### src/rtl/fetch_if_id_stage_pkg.sv
//============================================================================
// Module      : riscv_pipe_pkg
// Description : Shared widths, bubble encoding and fetch FSM states for the
//               instruction-fetch stage and its IF/ID register.
// Revision    : 1.0 - initial release
//============================================================================
`timescale 1ns/1ps
`default_nettype none

package riscv_pipe_pkg;

   localparam int XLEN = 32;

   // addi x0,x0,0 : what decode sees when IF/ID carries no instruction
   localparam logic [XLEN-1:0] NOP_INST = 32'h0000_0013;

   // FETCH : request outstanding at pc_q
   // HOLD  : instruction parked in the skid buffer during a stall
   // DRAIN : redirected while a request was in flight; waiting for its reply
   typedef enum logic [1:0] {
      S_FETCH = 2'd0,
      S_HOLD  = 2'd1,
      S_DRAIN = 2'd2
   } fetch_state_t;

endpackage

`default_nettype wire

### src/rtl/fetch_if_id_stage_if.sv
//============================================================================
// Module      : fetch_if_id_stage_if
// Description : Hazard/decode controls, instruction-memory handshake and
//               IF/ID outputs of the fetch stage, bundled as one interface.
// Revision    : 1.0 - initial release
//============================================================================
`timescale 1ns/1ps
`default_nettype none

interface fetch_if_id_stage_if;

   logic                             stall_i;
   logic                             flush_i;
   logic [riscv_pipe_pkg::XLEN-1:0]  branch_target_i;
   logic                             imem_req_o;
   logic [riscv_pipe_pkg::XLEN-1:0]  imem_addr_o;
   logic                             imem_ready_i;
   logic [riscv_pipe_pkg::XLEN-1:0]  imem_inst_i;
   logic [riscv_pipe_pkg::XLEN-1:0]  inst_o;
   logic [riscv_pipe_pkg::XLEN-1:0]  pc_o;
   logic                             valid_o;

   // The fetch stage drives the memory request and the IF/ID outputs
   modport master (
      input  stall_i, flush_i, branch_target_i, imem_ready_i, imem_inst_i,
      output imem_req_o, imem_addr_o, inst_o, pc_o, valid_o
   );

   // Hazard unit, decode and instruction memory
   modport slave (
      output stall_i, flush_i, branch_target_i, imem_ready_i, imem_inst_i,
      input  imem_req_o, imem_addr_o, inst_o, pc_o, valid_o
   );

endinterface

`default_nettype wire

### src/rtl/fetch_if_id_stage_reg.sv
//============================================================================
// Module      : if_id_reg
// Description : 65-bit IF/ID pipeline register {inst, pc, valid} with
//               bubble > hold > load priority and asynchronous reset.
// Revision    : 1.0 - initial release
//============================================================================
`timescale 1ns/1ps
`default_nettype none

module if_id_reg #(
   parameter logic [31:0] NOP_INST = 32'h0000_0013
) (
   input  wire logic        clk,
   input  wire logic        rst,
   input  wire logic        load,
   input  wire logic        hold,
   input  wire logic        bubble,
   input  wire logic [31:0] d_inst,
   input  wire logic [31:0] d_pc,
   output logic      [31:0] inst,
   output logic      [31:0] pc,
   output logic             valid
);

   // Bubble wins over hold, hold over load; with no control the contents persist
   always_ff @(posedge clk or posedge rst) begin
      if (rst) begin
         inst  <= NOP_INST;
         pc    <= 32'd0;
         valid <= 1'b0;
      end else if (bubble) begin
         inst  <= NOP_INST;
         pc    <= 32'd0;
         valid <= 1'b0;
      end else if (hold) begin
         inst  <= inst;
         pc    <= pc;
         valid <= valid;
      end else if (load) begin
         inst  <= d_inst;
         pc    <= d_pc;
         valid <= 1'b1;
      end
   end

endmodule

`default_nettype wire

### src/rtl/fetch_if_id_stage.sv
//============================================================================
// Module      : fetch_if_id_stage
// Description : Program counter, single-outstanding fetch handshake, stall
//               skid buffer and redirect drain, feeding the IF/ID register.
// Revision    : 1.0 - initial release
//============================================================================
`timescale 1ns/1ps
`default_nettype none

module fetch_if_id_stage
   import riscv_pipe_pkg::fetch_state_t,
          riscv_pipe_pkg::S_FETCH,
          riscv_pipe_pkg::S_HOLD,
          riscv_pipe_pkg::S_DRAIN;
#(
   parameter logic [31:0] RESET_PC = 32'h0000_0000,
   parameter logic [31:0] NOP_INST = riscv_pipe_pkg::NOP_INST
) (
   input  wire logic            clk_i,
   input  wire logic            rst_i,
   fetch_if_id_stage_if.master  bus
);

   fetch_state_t state_q, state_d;
   logic [31:0]  pc_q, pc_d, pc_inc;
   logic [31:0]  buf_inst, buf_pc;
   logic         buf_we;
   logic         ifid_load, ifid_hold, ifid_bubble;
   logic [31:0]  ld_inst, ld_pc;

   assign pc_inc = pc_q + 32'd4;

   // Request is a level tied to FETCH, suppressed while reset is held
   assign bus.imem_req_o  = (state_q == S_FETCH) && !rst_i;
   assign bus.imem_addr_o = pc_q;

   // Next-state, PC and IF/ID control decode; flush beats stall beats normal flow
   always_comb begin
      state_d     = state_q;
      pc_d        = pc_q;
      buf_we      = 1'b0;
      ifid_load   = 1'b0;
      ifid_hold   = 1'b0;
      ifid_bubble = 1'b0;
      ld_inst     = bus.imem_inst_i;
      ld_pc       = pc_q;
      case (state_q)
         S_FETCH: begin
            if (bus.flush_i) begin
               // A reply this cycle is simply dropped; without one the old
               // request is still in flight and must be drained first
               pc_d        = bus.branch_target_i;
               ifid_bubble = 1'b1;
               if (!bus.imem_ready_i) state_d = S_DRAIN;
            end else if (bus.stall_i) begin
               ifid_hold = 1'b1;
               if (bus.imem_ready_i) begin
                  buf_we  = 1'b1;
                  pc_d    = pc_inc;
                  state_d = S_HOLD;
               end
            end else if (bus.imem_ready_i) begin
               ifid_load = 1'b1;
               pc_d      = pc_inc;
            end else begin
               ifid_bubble = 1'b1;
            end
         end
         S_HOLD: begin
            if (bus.flush_i) begin
               pc_d        = bus.branch_target_i;
               ifid_bubble = 1'b1;
               state_d     = S_FETCH;
            end else if (bus.stall_i) begin
               ifid_hold = 1'b1;
            end else begin
               ifid_load = 1'b1;
               ld_inst   = buf_inst;
               ld_pc     = buf_pc;
               state_d   = S_FETCH;
            end
         end
         S_DRAIN: begin
            // The stale reply ends the drain whatever else happens this cycle
            if (bus.imem_ready_i) state_d = S_FETCH;
            if (bus.flush_i) begin
               pc_d        = bus.branch_target_i;
               ifid_bubble = 1'b1;
            end else if (bus.stall_i) begin
               ifid_hold = 1'b1;
            end else begin
               ifid_bubble = 1'b1;
            end
         end
         default: begin
            state_d     = S_FETCH;
            ifid_bubble = 1'b1;
         end
      endcase
   end

   // FSM state and program counter
   always_ff @(posedge clk_i or posedge rst_i) begin
      if (rst_i) begin
         state_q <= S_FETCH;
         pc_q    <= RESET_PC;
      end else begin
         state_q <= state_d;
         pc_q    <= pc_d;
      end
   end

   // Skid buffer captures the instruction that returned during a stall
   always_ff @(posedge clk_i or posedge rst_i) begin
      if (rst_i) begin
         buf_inst <= NOP_INST;
         buf_pc   <= 32'd0;
      end else if (buf_we) begin
         buf_inst <= bus.imem_inst_i;
         buf_pc   <= pc_q;
      end
   end

   if_id_reg #(
      .NOP_INST (NOP_INST)
   ) u_if_id_reg (
      .clk    (clk_i),
      .rst    (rst_i),
      .load   (ifid_load),
      .hold   (ifid_hold),
      .bubble (ifid_bubble),
      .d_inst (ld_inst),
      .d_pc   (ld_pc),
      .inst   (bus.inst_o),
      .pc     (bus.pc_o),
      .valid  (bus.valid_o)
   );

endmodule

`default_nettype wire

### src/flat_wrapper.sv
// flat-port wrapper written by rule: the top's interface ports become plain ports
module fetch_if_id_stage_flat import riscv_pipe_pkg::fetch_state_t,
          riscv_pipe_pkg::S_FETCH,
          riscv_pipe_pkg::S_HOLD,
          riscv_pipe_pkg::S_DRAIN;
#(
   parameter logic [31:0] RESET_PC = 32'h0000_0000,
   parameter logic [31:0] NOP_INST = riscv_pipe_pkg::NOP_INST
)
  (clk_i, rst_i, bus_stall_i, bus_flush_i, bus_branch_target_i, bus_imem_ready_i, bus_imem_inst_i, bus_imem_req_o, bus_imem_addr_o, bus_inst_o, bus_pc_o, bus_valid_o);
  fetch_if_id_stage_if bus_i ();
  input  wire logic clk_i;
  input  wire logic rst_i;
  input wire logic [$bits(bus_i.stall_i)-1:0] bus_stall_i;
  input wire logic [$bits(bus_i.flush_i)-1:0] bus_flush_i;
  input wire logic [$bits(bus_i.branch_target_i)-1:0] bus_branch_target_i;
  input wire logic [$bits(bus_i.imem_ready_i)-1:0] bus_imem_ready_i;
  input wire logic [$bits(bus_i.imem_inst_i)-1:0] bus_imem_inst_i;
  output wire logic [$bits(bus_i.imem_req_o)-1:0] bus_imem_req_o;
  output wire logic [$bits(bus_i.imem_addr_o)-1:0] bus_imem_addr_o;
  output wire logic [$bits(bus_i.inst_o)-1:0] bus_inst_o;
  output wire logic [$bits(bus_i.pc_o)-1:0] bus_pc_o;
  output wire logic [$bits(bus_i.valid_o)-1:0] bus_valid_o;
  assign bus_i.stall_i = bus_stall_i;
  assign bus_i.flush_i = bus_flush_i;
  assign bus_i.branch_target_i = bus_branch_target_i;
  assign bus_i.imem_ready_i = bus_imem_ready_i;
  assign bus_i.imem_inst_i = bus_imem_inst_i;
  assign bus_imem_req_o = bus_i.imem_req_o;
  assign bus_imem_addr_o = bus_i.imem_addr_o;
  assign bus_inst_o = bus_i.inst_o;
  assign bus_pc_o = bus_i.pc_o;
  assign bus_valid_o = bus_i.valid_o;
  fetch_if_id_stage #(.RESET_PC(RESET_PC), .NOP_INST(NOP_INST)) u_core (.clk_i(clk_i), .rst_i(rst_i), .bus(bus_i));
endmodule
### config.mk
export PLATFORM = sky130hd
export DESIGN_NAME = fetch_if_id_stage_flat
export DESIGN_NICKNAME = d
export VERILOG_FILES = /design/src/rtl/fetch_if_id_stage_pkg.sv /design/src/rtl/fetch_if_id_stage_if.sv /design/src/rtl/fetch_if_id_stage_reg.sv /design/src/rtl/fetch_if_id_stage.sv /design/src/flat_wrapper.sv
export SDC_FILE = /design/constraint.sdc
export NUM_CORES = 1
export LEC_CHECK = 0
export CAP_MARGIN = 40
export CORE_MARGIN = 2
export CORE_UTILIZATION = 55
export CTS_CLUSTER_DIAMETER = 50
export DETAILED_ROUTE_END_ITERATION = 10
export GPL_TIMING_DRIVEN = 1
export PLACE_DENSITY = 0.86
export SETUP_SLACK_MARGIN = 0.15
export SYNTH_ARGS = -nofsm -noshare
export SYNTH_HDL_FRONTEND = slang
export SYNTH_SLANG_ARGS = --single-unit
### constraint.sdc
create_clock -name clk_i -period 12.35 [get_ports clk_i]
set_clock_uncertainty 0.1 [all_clocks]
set_input_delay 1.235 -clock clk_i [delete_from_list [all_inputs] [get_ports clk_i]]
set_output_delay 1.235 -clock clk_i [all_outputs]
set_load 0.1 [all_outputs]
==> results.tsv, run 1 <==
metric	value	unit
vert_die_dim	123	um
critical_path_depth	4	
tritoncts_buffers	17	
final_design_area_no_fill	11900	um2
fin_tns_setup	0	ns
critical-path-top-delay-family	buffers and inverters	
crit_path_max_fanout	2	
gr-total-overflow	0	
route.final.wire_length	23.7	mm
ff2ff_path_depth	7	
cts_max_level	4	
grt.total_usage	32.9	%
hold_start	u_core.buf_inst[23]$_DFFE_PP0P_	
number_of_global_route_vias_before_repair	7219	
postSynthAreaPerCell	10.9	um2
status	finished, final reports clean	
cts-resized-gates	0	
synth.lib_cells_used.distinct	45	
port_buffers	166	
worst_case_headroom_to_the_max_slew_limit	38.4	%
r2r_setup_slack	9.62	ns
max-clock-path-buffers	2	
drt_pass1_iterations	7	
synth-seq-cells	163	
synth_cells	712	
synth.cell_area	7740	um2
startpoint_type	input pin	
initialDrtViolationCount	697	
synth_area_leader_cell	sky130_fd_sc_hd__dfrtp_1	
end_kind	output pin	
clk-insertion-delay-late	0.43	ns
post_route_cells_drive_above_1_share	22.9	%
core_ar	13800	um2
drt_via_density	6.18	
rr_endpoint	u_core.bus.imem_addr_o[31]$_DFFE_PP0P_	
worst_pin_slew	0.923	ns
grt_antenna_before_repair	0	
cts_tree	done	
setup_viol_count_final	0	
required_time_at_the_endpoint_of_the_critical_path	11.02	ns
cts_setup_buffers	0	
final_hold_viol_count	0	
hp-class	flop to flop	
worstReg2RegStart	u_core.state_q[0]$_DFFE_PP0P_	
fin_crit	3.99	ns
startpoint_to_endpoint_class_of_the_critical_path	input pin to output pin	
count_of_max_cap_constraint_violations	0	
clock.fmax	0.251	GHz
critPathMaxStageDelay	0.53	ns
pin_count	167	
clkTransAtPathRegs	0.06	ns
finalCoreUtilization	85.8	%
cp_data_arrival_time	2.65	ns
dpl.hpwl	15.6	mm
fin_nets	1023	
layout_worst_path_cycle_share	32.3	%
antenna_left	0	
timing.critical_path.from	rst_i	
num_antenna_cells	0	
mostFrequentLayoutCells	sky130_fd_sc_hd__clkdlybuf4s50_1, sky130_fd_sc_hd__dfrtp_1, sky130_fd_sc_hd__buf_8	
mostFrequentLayoutCell	sky130_fd_sc_hd__clkdlybuf4s50_1	
detail_route.wl_per_cell	20.8	um
post_cts_hold_buffer_count	0	
grt_setup_unrepaired	no	
crit_chain	clkdlybuf4s50_1, nor2b_1, clkdlybuf4s50_1, buf_8	
grt_max_degree	86	
placed_cell_area	11200	um2
synth.yosys.seq_area_share	52.8	%
fp.dieW	123	um
remaining_drc_errors	0	
routabilityCongestion	0.921	
syn_nets	787	
placement_rows	43	
dr_total_vias	7052	
cpMaxStageDelayCell	sky130_fd_sc_hd__clkdlybuf4s50_1	
die_area	15000	um2
critical-path-top-cell-by-count	sky130_fd_sc_hd__clkdlybuf4s50_1	
ys_top_cells_by_area	sky130_fd_sc_hd__dfrtp_1, sky130_fd_sc_hd__mux2_2, sky130_fd_sc_hd__mux2i_1, sky130_fd_sc_hd__a211oi_1, sky130_fd_sc_hd__nor2_1	
yosysTopAreaCellShare	50.8	%
cp_num_buf_inv	3	
yosys_warnings	0	
critPathCapture	bus_imem_req_o	
wire_length_of_the_first_global_routing_pass	37.7	mm
cts-root-buf	sky130_fd_sc_hd__clkbuf_16	
syn2layout_area_growth	53.3	%
slew_viol_final	0	
initial_utilization	56.0	%
cts.sink_count	163	
## per-stage QoR
step / instances / setup WS (ns) / hold WS, ns
finish: 1141 / 8.36 / 0.407
global route: 1141 / 8.30 / 0.411
CTS: 1141 / 8.34 / 0.401
detailed placement: 1109 / 8.27 / 0.372
global placement: 1008 / 8.01 / 0.364
floorplan: 712 / 6.62 / 0.351
## worst register-to-register path, delay by kind of cell (launching register included)
family,cells,cell delay (ns)
simple gates,4,1.30
flops,1,0.44
compound gates,1,0.15
buf+inv,1,0.39
fa+ha+maj,1,0.28
## kinds of logic (layout without fill, tap and decap cells)
kind of cell | count (synthesis) | in the layout | synth area share, %
and+or+nand+nor | 188 | 188 | 11.6
muxes | 125 | 125 | 17.2
buffers and inverters | 69 | 318 | 3.48
DFF | 163 | 163 | 52.8
adders and majority gates | 6 | 6 | 0.970
AOI/OAI and AO/OA | 161 | 161 | 14.0
## registers in the layout, indices dropped and copies added, names as in the netlist
name,flops
u_core.buf_inst,32
u_core.buf_pc,32
u_core.state_q,2
u_core.u_if_id_reg.pc,32
u_core.u_if_id_reg.inst,32
u_core.bus.imem_addr_o,32
u_core.u_if_id_reg.valid,1
## synth_stat cells, drive strengths merged
library cell	number
dfrtp	157
nor2	81
mux2	63
mux2i	62
a211oi	61
clkbuf	40
a21oi	39
nand2	35
nand3	25
buf	18
o21ai	15
o22ai	14
inv	11
a2bb2oi	9
nand4	9
nor3	9
and3	6
dfstp	6
ha	6
or3	5
a31oi	4
nor2b	4
o32ai	4
a211o	3
o31ai	3
or2	3
a21o	2
a32oi	2
and2	2
and4	2
nor3b	2
nor4	2
or4	2
a311oi	1
a41o	1
nand2b	1
o22a	1
o311ai	1
o31a	1
## layout make-up
type | instances | area [um2]
flip-flops and latches | 163 | 4090
clock buffers | 20 | 447
well taps | 180 | 225
inverters | 11 | 46.3
fillers | 639 | 1960
multi-input cells | 480 | 3400
repair buffers | 275 | 3460
clock inverters | 12 | 204
## worst min-delay path by stage
stage / slack (ns) / depth (start not counted) / endpoint
floorplan: 0.35 / 2 / u_core.buf_pc[12]$_DFFE_PP0P_
global placement: 0.36 / 2 / u_core.buf_pc[30]$_DFFE_PP0P_
detailed placement: 0.37 / 2 / u_core.buf_pc[12]$_DFFE_PP0P_
CTS: 0.40 / 2 / u_core.buf_pc[12]$_DFFE_PP0P_
global route: 0.41 / 1 / u_core.buf_pc[22]$_DFFE_PP0P_
finish: 0.41 / 1 / u_core.buf_inst[23]$_DFFE_PP0P_
## layer usage
layer / share of wire [%] / up-vias / wire, um / global-route usage, %
met5: 0 / - / 0 / 0
met4: 4.3 / 0 / 1020 / 15.2
met3: 7.4 / 99 / 1750 / 6.74
met2: 51 / 413 / 12200 / 56.9
met1: 37 / 3464 / 8760 / 39.6
li1: - / 3076 / - / -
Power of run 1 is not shown: default switching activity piles up to over one toggle a cycle in this logic, so the estimate is an artifact.
==> run 2: changes to the inputs <==
- CORE_UTILIZATION: 55 -> 46
- PLACE_DENSITY: 0.86 -> 0.76
- clock period: 12.35 -> 3.5 ns (I/O delays scaled with it)
==> run 2 against run 1 <==
Non-clock buffer count increased by 5; cell count increased by 3.9%; flip-flop and latch count unchanged; sequential share of layout area decreased by 0.30 points; routed wire length decreased by 9.7%; hold slack got worse by 0.017 ns; critical path depth increased by 1; utilization decreased by 13 points; register-to-register slack got worse by 8.5 ns; via count decreased by 6.0%; global-route usage decreased by 8.2 points; largest cell class unchanged.
==> results.tsv, run 2 (same netlist as run 1, synthesis figures left out) <==
metric	value	unit
status	finished, final reports clean	
finalCoreUtilization	72.5	%
cp_data_arrival_time	2.66	ns
end_kind	flop	
placement_rows	47	
mostFrequentLayoutCells	sky130_fd_sc_hd__clkdlybuf4s50_1, sky130_fd_sc_hd__dfrtp_1, sky130_fd_sc_hd__nor2_1	
placed_cell_area	11400	um2
route.final.wire_length	21.4	mm
cts-resized-gates	0	
hold_start	bus_branch_target_i[3]	
startpoint_type	flop	
syn2layout_area_growth	54.7	%
post_cts_hold_buffer_count	0	
layout_worst_path_cycle_share	68.7	%
clkTransAtPathRegs	0.07	ns
final_design_area_no_fill	12000	um2
fp.dieW	134	um
wire_length_of_the_first_global_routing_pass	35.0	mm
r2r_setup_slack	1.09	ns
ff2ff_path_depth	5	
number_of_global_route_vias_before_repair	6866	
layoutNonFillerInstCount	1186	
fin_crit	2.41	ns
cts_max_level	4	
initialDrtViolationCount	435	
cts_tree	done	
core_ar	16500	um2
worst_case_headroom_to_the_max_slew_limit	45.5	%
post_route_cells_drive_above_1_share	23.5	%
reg_area	4090	um2
worst_pin_slew	0.815	ns
tritoncts_buffers	17	
mostFrequentLayoutCell	sky130_fd_sc_hd__clkdlybuf4s50_1	
port_buffers	166	
antenna_left	0	
routed.top_layer	met4	
remaining_drc_errors	0	
cts_setup_buffers	0	
startpoint_to_endpoint_class_of_the_critical_path	flop to flop	
num_antenna_cells	0	
fin_nets	1028	
final_hold_viol_count	0	
total_area_of_multi_input_combinational_cells	3400	um2
grt_setup_unrepaired	no	
gr-total-overflow	0	
dr_total_vias	6629	
placed_cells	1154	
worstReg2RegStart	u_core.bus.imem_addr_o[8]$_DFFE_PP0P_	
routabilityCongestion	0.877	
initial_utilization	46.8	%
crit_path_max_fanout	10	
drt_pass1_iterations	5	
setup_viol_count_final	0	
grt.total_usage	24.7	%
slew_viol_final	0	
required_time_at_the_endpoint_of_the_critical_path	3.75	ns
hp-class	input pin to flop	
fin_tns_setup	0	ns
n_fill_cell	1094	
clock.fmax	0.416	GHz
detail_route.wl_per_cell	18.0	um
max-clock-path-buffers	2	
grt_max_degree	88	
pin_count	167	
grt_antenna_before_repair	0	
detail_route.wirelength.met1	8.98	mm
cts.sink_count	163	
die_area	17900	um2
count_of_max_cap_constraint_violations	0	
clk-insertion-delay-late	0.42	ns
dpl.hpwl	15.2	mm
rr_endpoint	u_core.bus.imem_addr_o[31]$_DFFE_PP0P_	
cts-root-buf	sky130_fd_sc_hd__clkbuf_16	
drt_via_density	5.59	
route.met2.wl	10.8	mm
hold_critical_path_endpoint	u_core.bus.imem_addr_o[3]$_DFFE_PP0P_	
vert_die_dim	134	um
hold-path-cell-count	3	
route.met3.wl	1.06	mm
run 2: layout make-up:
| class | instances | share of cell area, % |
|---|---|---|
| clock inverter | 14 | 1.48 |
| clock buffer | 18 | 3.58 |
| timing repair buffer | 280 | 29.7 |
| sequential | 163 | 34.1 |
| tap | 220 | 2.30 |
| multi-input combinational | 480 | 28.4 |
| inverter | 11 | 0.376 |
run 2: stage by stage:
step	setup WS (ns)	hold slack, ns
after floorplan	0.707	0.351
after global placement	0.901	0.365
after detailed placement	0.829	0.372
after CTS	1.09	0.379
after global routing	0.922	0.393
final	1.09	0.390
run 2: metal layers:
layer | up-vias | track usage (%)
met5 | - | 0
met4 | 0 | 10.2
met3 | 49 | 4.45
met2 | 229 | 41.7
met1 | 3240 | 31.5
li1 | 3111 | -
run 2: worst max path at each step:
| stage | from | endpoint | cells past startpoint |
|---|---|---|---|
| after floorplan | u_core.bus.imem_addr_o[8]$_DFFE_PP0P_ | u_core.bus.imem_addr_o[31]$_DFFE_PP0P_ | 6 |
| after global placement | bus_flush_i | u_core.bus.imem_addr_o[31]$_DFFE_PP0P_ | 6 |
| after detailed placement | bus_flush_i | u_core.u_if_id_reg.pc[29]$_DFFE_PP0P_ | 5 |
| after CTS | u_core.state_q[0]$_DFFE_PP0P_ | u_core.u_if_id_reg.inst[30]$_DFFE_PP0P_ | 6 |
| after global routing | u_core.state_q[0]$_DFFE_PP0P_ | u_core.u_if_id_reg.inst[30]$_DFFE_PP0P_ | 6 |
| final | u_core.bus.imem_addr_o[8]$_DFFE_PP0P_ | u_core.bus.imem_addr_o[31]$_DFFE_PP0P_ | 5 |
run 2: worst max-delay path: stages, from the launching register on:
cell                      delay [ns]
sky130_fd_sc_hd__dfrtp_1        0.60
sky130_fd_sc_hd__nand4_4        0.21
sky130_fd_sc_hd__nor4_4         0.65
sky130_fd_sc_hd__nand3_4        0.17
sky130_fd_sc_hd__or4_1          0.52
sky130_fd_sc_hd__nand3_1        0.09
Power of run 2 is left out for the same reason.
==> run 3: changes to the inputs <==
- clock period: 3.5 -> 2.07 ns (I/O delays scaled with it)
==> run 3 against run 2 <==
Sequential share of layout area is 1.5 points higher; fmax increased by 17%; first-iteration DRC count up 10%; flip-flop and latch count unchanged; setup slack got worse by 1.1 ns; die area did not move; via count is 0.63% higher; utilization decreased by 2.5 points; global-route usage decreased by 1.7 points; hold slack worse by 0.15 ns; critical path type unchanged; largest cell class unchanged.
==> results.tsv, run 3 (same netlist as run 1, synthesis figures left out) <==
metric	value	unit
gr-total-overflow	0	
antenna_left	0	
grt.total_usage	23.0	%
cp_data_arrival_time	2.29	ns
remaining_drc_errors	0	
mostFrequentLayoutCells	sky130_fd_sc_hd__buf_4, sky130_fd_sc_hd__dfrtp_1, sky130_fd_sc_hd__nor2_1	
fin_nets	1019	
startpoint_to_endpoint_class_of_the_critical_path	flop to flop	
wire_length_of_the_first_global_routing_pass	32.4	mm
cp_num_buf_inv	5	
r2r_setup_slack	0.009	ns
cts_max_level	4	
route.final.wire_length	22.8	mm
number_of_global_route_vias_before_repair	6201	
vert_die_dim	134	um
startpoint_type	flop	
num_antenna_cells	0	
dpl.hpwl	13.9	mm
detail_route.wl_per_cell	19.4	um
setup_viol_count_final	0	
die_area	17900	um2
critPathMaxStageDelay	0.40	ns
fin_crit	2.06	ns
core_ar	16500	um2
grt_setup_unrepaired	yes	
post_route_cells_drive_above_1_share	42.6	%
port_buffers	166	
n_fill_cell	1182	
end_kind	flop	
layout_worst_path_cycle_share	99.5	%
post_cts_hold_buffer_count	0	
cts-root-buf	sky130_fd_sc_hd__clkbuf_16	
postLayoutSetupSlackWorst	0.00944	ns
required_time_at_the_endpoint_of_the_critical_path	2.30	ns
routabilityCongestion	0.915	
initial_utilization	46.8	%
mostFrequentLayoutCell	sky130_fd_sc_hd__buf_4	
cts_tree	done	
critical-path-top-delay-family	buffers and inverters	
critical-path-top-cell-by-count	sky130_fd_sc_hd__buf_6	
slew_viol_final	0	
clk-insertion-delay-late	0.43	ns
initialDrtViolationCount	480	
worst_pin_slew	0.456	ns
total_area_of_multi_input_combinational_cells	3810	um2
cts.sink_count	163	
cpMaxStageDelayCell	sky130_fd_sc_hd__dfrtp_1	
count_of_max_cap_constraint_violations	0	
clock.fmax	0.485	GHz
syn2layout_area_growth	49.4	%
reg_area	4120	um2
pin_count	167	
crit_chain	inv_2, ha_2, buf_6, a21oi_4, nor3_4, clkbuf_16, buf_6, buf_12, nor2_1, a211oi_2	
status	finished, final reports clean	
grt_antenna_before_repair	0	
max-clock-path-buffers	2	
worst_case_headroom_to_the_max_slew_limit	69.6	%
tritoncts_buffers	17	
pre_cts_slack	-0.0377	ns
fp.dieW	134	um
crit_path_max_fanout	9	
hp-class	input pin to flop	
drt_pass1_iterations	4	
drt_via_density	5.67	
grt_max_degree	86	
dr_total_vias	6671	
final_hold_viol_count	0	
clkTransAtPathRegs	0.06	ns
placement_rows	47	
## run 3: area by class of cell
class                           count  area share [%]
Timing Repair Buffer              271            23.3
Multi-Input combinational cell    480            32.9
Tap cell                          220            2.38
Inverter                           11           0.390
Clock inverter                     11            1.36
Sequential cell                   163            35.6
Clock buffer                       21            3.98
## run 3: worst reg2reg max path: cells and delay by family, from the launching register on
family / cells / cell delay, ns
AOI/OAI and AO/OA: 2 / 0.29
adders and majority gates: 1 / 0.18
buffers and inverters: 5 / 0.68
DFF: 1 / 0.40
and+or+nand+nor: 2 / 0.32
## run 3: worst paths after layout
path	start	end	cells after the start
setup / recovery	u_core.state_q[1]$_DFFE_PP0P_	u_core.u_if_id_reg.inst[29]$_DFFE_PP0P_	10
hold / removal	bus_branch_target_i[2]	u_core.bus.imem_addr_o[2]$_DFFE_PP0P_	3
setup reg to reg	u_core.state_q[1]$_DFFE_PP0P_	u_core.u_if_id_reg.inst[29]$_DFFE_PP0P_	10
hold reg to reg	u_core.buf_inst[8]$_DFFE_PP0P_	u_core.buf_inst[8]$_DFFE_PP0P_	1
max in group asynchronous	rst_i	u_core.u_if_id_reg.inst[24]$_DFFE_PP0P_	3
min in group asynchronous	rst_i	u_core.bus.imem_addr_o[28]$_DFFE_PP0P_	3
## run 3: what timing repair did
action,CTS,global route
pin swaps,2,43
resized for setup,12,83
endpoints found under the setup margin,86,131
gates cloned,0,9
setup buffers,3,37
## run 3: layer usage
| layer | part of all wire [%] | track usage, % |
|---|---|---|
| met5 | 0 | 0 |
| met1 | 43 | 31.9 |
| met2 | 49 | 36.4 |
| met3 | 5.9 | 4.95 |
| met4 | 2.2 | 7.27 |
## run 3: per-stage QoR
stage	hold WS, ns	cell area (um2)	TNS, ns	utilization (%)	instances
2_1_floorplan	0.236	7940	-52.59	-	712
3_3_place_gp	0.363	10000	0	60.6	1096
3_5_place_dp	0.375	10000	-0.0975	60.6	1096
4_1_cts	0.223	10700	0	64.8	1131
5_1_grt	0.248	11600	-0.0921	70.0	1177
6_report	0.240	11600	0	70.0	1177
Power of run 3 is left out for the same reason.
